==> config.mk <==
export PLATFORM = sky130hd
export DESIGN_NAME = instr_fetch_unit
export DESIGN_NICKNAME = d
export VERILOG_FILES = /design/src/rtl/instr_fetch_unit.sv
export SDC_FILE = /design/constraint.sdc
export NUM_CORES = 1
export LEC_CHECK = 0
export ABC_AREA = 1
export BUFFER_PORTS_ARGS = -buffer_cell sky130_fd_sc_hd__buf_2
export CORE_MARGIN = 2
export CORE_UTILIZATION = 50
export DETAILED_ROUTE_END_ITERATION = 12
export PLACE_DENSITY = 0.83
export SETUP_SLACK_MARGIN = 0.2
export SYNTH_ARGS = -nofsm -noshare
export SYNTH_HDL_FRONTEND = slang
export SYNTH_SLANG_ARGS = --single-unit
==> constraint.sdc <==
create_clock -name clk_in -period 2.2 [get_ports clk_in]
set_clock_uncertainty 0.15 [all_clocks]
set_input_delay 0 -clock clk_in [delete_from_list [all_inputs] [get_ports clk_in]]
set_output_delay 0 -clock clk_in [all_outputs]
set_load 0.05 [all_outputs]
==> src/rtl/instr_fetch_unit.sv <==
// ---------------------------------------------------------------------------
// instr_fetch_unit
//
// Purpose:
//   Instruction fetch stage. Holds a 24-bit byte-address fetch PC that drives
//   the instruction ROM directly, registers the returned 32-bit word together
//   with its address, and offers it to decode over a valid/ready handshake.
//   Redirects (branches/jumps) flush the registered instruction and restart
//   fetching at a new address. A misaligned redirect target is fatal: the
//   unit parks in a trap state until reset.
//
// Parameters:
//   RESET_VECTOR      first byte address fetched after reset (bits [1:0]
//                     are ignored and treated as zero)
//
// Ports:
//   clk_in            single clock, rising edge
//   rst_n_in          asynchronous active-low reset
//   rom_addr_out[23:0]  byte address presented to the instruction ROM
//   rom_data_in[31:0]   combinational ROM word for rom_addr_out
//   instr_out[31:0]     registered instruction offered to decode
//   pc_out[23:0]        byte address of instr_out
//   valid_out           instr_out/pc_out hold a live instruction
//   ready_in            decode accepts this cycle
//   redirect_in         branch/jump taken
//   redirect_addr_in[23:0]  new fetch byte address
//   misalign_out        high while parked in the trap state
//   fetch_cnt_out[31:0] completed handshakes (only with FETCH_PERF_CNT_EN)
//
// Configuration:
//   FETCH_PERF_CNT_EN   when defined, adds fetch_cnt_out and its counter.
// ---------------------------------------------------------------------------
module instr_fetch_unit #(
    parameter logic [23:0] RESET_VECTOR = 24'h000000
) (
    input  logic        clk_in,
    input  logic        rst_n_in,
    output logic [23:0] rom_addr_out,
    input  logic [31:0] rom_data_in,
    output logic [31:0] instr_out,
    output logic [23:0] pc_out,
    output logic        valid_out,
    input  logic        ready_in,
    input  logic        redirect_in,
    input  logic [23:0] redirect_addr_in,
    output logic        misalign_out
`ifdef FETCH_PERF_CNT_EN
    ,
    output logic [31:0] fetch_cnt_out
`endif
);

    typedef enum logic [1:0] {
        BOOT = 2'd0,
        RUN  = 2'd1,
        TRAP = 2'd2
    } state_t;

    // Low two bits of the reset vector are forced to zero so the first
    // fetch is always word aligned.
    localparam logic [23:0] BOOT_PC = {RESET_VECTOR[23:2], 2'b00};

    state_t      state;
    logic [23:0] fetch_pc;

    assign rom_addr_out = fetch_pc;

    // Main FSM. All outputs are registered here. Priority in RUN is
    // redirect > load > stall; a redirect never loads in the same cycle,
    // so the first instruction from the new target becomes valid one edge
    // after the redirect edge. Wrap of fetch_pc at 2^24 falls out of the
    // 24-bit adder and is intentionally silent.
    always_ff @(posedge clk_in or negedge rst_n_in) begin
        if (!rst_n_in) begin
            state        <= BOOT;
            fetch_pc     <= BOOT_PC;
            instr_out    <= 32'h0;
            pc_out       <= 24'h0;
            valid_out    <= 1'b0;
            misalign_out <= 1'b0;
        end else begin
            case (state)
                BOOT: begin
                    // One idle cycle after reset; redirects are ignored here.
                    state <= RUN;
                end

                RUN: begin
                    if (redirect_in) begin
                        valid_out <= 1'b0;
                        fetch_pc  <= redirect_addr_in;
                        if (redirect_addr_in[1:0] != 2'b00) begin
                            misalign_out <= 1'b1;
                            state        <= TRAP;
                        end
                    end else if (!valid_out || ready_in) begin
                        instr_out <= rom_data_in;
                        pc_out    <= fetch_pc;
                        valid_out <= 1'b1;
                        fetch_pc  <= fetch_pc + 24'd4;
                    end
                end

                TRAP: begin
                    // Terminal until reset: nothing loads, redirects ignored.
                    valid_out    <= 1'b0;
                    misalign_out <= 1'b1;
                end

                default: begin
                    state     <= TRAP;
                    valid_out <= 1'b0;
                end
            endcase
        end
    end

`ifdef FETCH_PERF_CNT_EN
    logic handshake;

    // A handshake completes on any RUN edge with valid and ready high,
    // including the edge that also carries a redirect.
    assign handshake = (state == RUN) && valid_out && ready_in;

    // Free-running handshake counter, wraps naturally at 2^32.
    always_ff @(posedge clk_in or negedge rst_n_in) begin
        if (!rst_n_in) begin
            fetch_cnt_out <= 32'h0;
        end else if (handshake) begin
            fetch_cnt_out <= fetch_cnt_out + 32'd1;
        end
    end
`endif

endmodule

==> results.md <==
- Worst slew pin tran: 973 ps
- Initial DRC Count: 164
- CP Max Fanout: 6
- Final worst-path cycle share: 82.1%
- Vias per inst: 4.95
- ANT nets after route: 0
- Row Count: 32
- Initial core utilization: 52.1%
- Die height: 94.2 um
- CTS tree: built
- Slew headroom: 34.9%
- Final min period: 1810 ps
- Htree depth: 3
- Most frequent CP cell: nand2_1
- CTS buffer count: 9
- Largest net degree at the start of global routing: 56
- Largest stage delay, worst path: 430 ps
- Crit. Startpoint: rom_addr_out[3]
- Area Overhead vs Synth: 40.4%
- CP max-delay cell: dfrtp_1
- Layout cell share with drive strength beyond 1: 32.9%
- CP arrival: 1910 ps
- Power Density: 526 mW/mm2
- Seq/Total Area, Yosys: 51.6%
- Setup bufs post-CTS: 0
- DR DRC count: 0
- Ys async rst share: 100%
- CP endpoint: rom_addr_out[22]
- Clock Tree Buf Depth: 2
- WL/cell: 15.3 um
- Placer congestion estimate: 0.888
- Syn_nets: 494
- Critical path class: register to register
- Int Pwr: 2340 uW
- Clk_lat worst skew: 350 ps
- R2r endpoint: rom_addr_out[22]
- Switch share: 22.3%
- Hpwl dp: 7150 um
- Netlist Area Pre-Place: 0.00407 mm2
- Critical Path Start Type: register
- Clock transition at path regs: 90 ps
- Setup violators final: 0
- Part of the power in registers: 51.3%
- WP data required: 2310 ps
- Fmax: 0.554 GHz
- Total grt overflow: 0
- Antenna Cells: 0
- EDFF count, synth: 0
- Ys flop type: dfrtp_1
- Vias: 3678
- Port buffer count: 141
- Initial antenna violation count: 0
- Maxcap violations: 0
- Post-Route WL: 11400 um
- R2R cell count: 10
- Fin. Hold Viols: 0
- Post-layout util: 73.2%
- Syn Area/Cell: 9.40 um2
- Crit-path cells: ha_1 > nand2_1 > nor2_1 > nand2_1 > nor2_2 > nand2_1 > nand2_1 > nand3_1 > nand2_1 > nand2_1
- Sw Pwr: 670 uW
- Die X: 94.2 um
- Fin nets: 698
- DR pass1 iterations: 4
- Post-Synthesis Cells: 433
- Run status: complete, no violations
- FF-to-FF setup slack: 390 ps
- RSZ-0062 raised after global routing: false
- Fin. max-slew vios: 0
- Total track usage: 26.6%
- I/O pin count: 142
- Number of global-route vias before repair: 3603
- Die Area: 0.00888 mm2
- Setup_tns: 0 ps
- CTS Root Cell: clkbuf_8
- Seq cells post-synth: 84
- IR drop worst, VDD: 0.000348 V
- First-pass GRT wire length: 18000 um
- TritonCTS Sinks: 84
- Crit end category: register
- Clock network power share: 41.5%
- Gate power share: 7.2%
- Critical R2R Launch: rom_addr_out[3]
- Yosys warnings: 0
- Core ar.: 0.00781 mm2
- Leakage: 0.00315 uW
- Class of the tightest hold or removal check: input pin to asynchronous set/reset pin
- Yosys cell types: 29
## stage by stage
stage	instance area, um2	power, uW	instances	hold slack, ps	worst slack, ps
floorplan	4070	1600	433	-446	226
global placement	4860	1700	665	-165	491
detailed placement	4860	1700	665	-160	393
CTS	5710	3020	743	31.6	348
global route	5720	3100	743	56.2	234
finish	5720	3010	743	23.0	395
## power by group through the flow
stage / sequential [uW] / combinational [uW] / clock, uW
2_1_floorplan: 1570 / 30.9 / 0
5_1_grt: 1540 / 238 / 1320
4_1_cts: 1540 / 214 / 1260
3_5_place_dp: 1570 / 128 / 0
3_3_place_gp: 1570 / 126 / 0
6_report: 1540 / 216 / 1250
## final cells by class
class                   count  area, um2
clock inverters             5       85.1
flip-flops and latches     84       2100
inverters                  39        146
multi-input cells         293       1710
repair buffers            210       1410
clock buffers              10        138
fillers                   558       2090
well taps                 102        128
## how the worst min path moves through the flow
stage | from | to | slack [ps] | depth (start not counted)
floorplan | rst_n_in | instr_out[0] | -450 | 0
global placement | rst_n_in | instr_out[12] | -160 | 1
detailed placement | rst_n_in | instr_out[24] | -160 | 1
CTS | rst_n_in | pc_out[16] | 30 | 3
global route | rst_n_in | pc_out[20] | 60 | 3
finish | rst_n_in | pc_out[16] | 20 | 3
## placed cells by master, fill, tap and decap left out, types with 3 or more instances in the layout
master / count
buf_4: 5
nand4_1: 4
buf_2: 140
nand3_1: 30
dlygate4sd3_1: 63
dfrtp_1: 84
nor2_1: 46
o21ai_0: 35
nor2_2: 3
inv_2: 3
a21oi_1: 8
inv_1: 36
mux2_4: 35
clkbuf_8: 10
o21ai_1: 13
nand2_1: 105
## flip-flops by register name, indices dropped and copies added, names as in the netlist
name,cells
valid_out,1
state,2
misalign_out,1
instr_out,32
rom_addr_out,24
pc_out,24
## layer usage
metal	track usage (%)	wire length [um]
met5	0	0
met4	8.70	99
met3	6.02	948
met2	44.5	5520
met1	34.1	4830
## worst max-delay path, delay by kind of cell, from the launching register on
kind / cells / cell delay, ps
fa+ha+maj: 1 / 240
simple gates: 9 / 890
flops: 1 / 430
## kinds of logic (layout without fill, tap and decap cells)
family / Yosys count / in the layout / synth area share [%]
adders and majority gates: 1 / 1 / 0.307
buffers and inverters: 56 / 264 / 6.48
and+or+nand+nor: 193 / 193 / 19.9
DFF: 84 / 84 / 51.6
muxes: 35 / 35 / 12.9
xor gates and xnor gates: 2 / 2 / 0.430
AOI/OAI and AO/OA: 62 / 62 / 8.39
## Yosys cell counts, types with 2 or more instances
| cell | instances | area share, % |
|---|---|---|
| nand2_1 | 105 | 9.7 |
| dfrtp_1 | 84 | 52 |
| nor2_1 | 47 | 4.3 |
| inv_1 | 36 | 3.3 |
| mux2_4 | 35 | 13 |
| o21ai_0 | 35 | 4.3 |
| nand3_1 | 30 | 3.7 |
| o21ai_1 | 13 | 1.6 |
| a21oi_1 | 8 | 0.98 |
| buf_2 | 7 | 0.86 |
| buf_6 | 5 | 1.4 |
| nand4_1 | 4 | 0.61 |
| inv_2 | 3 | 0.28 |
| a22oi_2 | 2 | 0.61 |
| buf_4 | 2 | 0.37 |
| clkbuf_1 | 2 | 0.18 |
| nor2_2 | 2 | 0.31 |
| xor2_1 | 2 | 0.43 |
## timing repair
item | in CTS | in global routing
hold buffers | 63 | 0
resized for setup | 0 | 1
endpoints found under the hold margin | 143 | 0
endpoints found under the setup margin | 0 | 1
(Power assumes the default switching activity.)
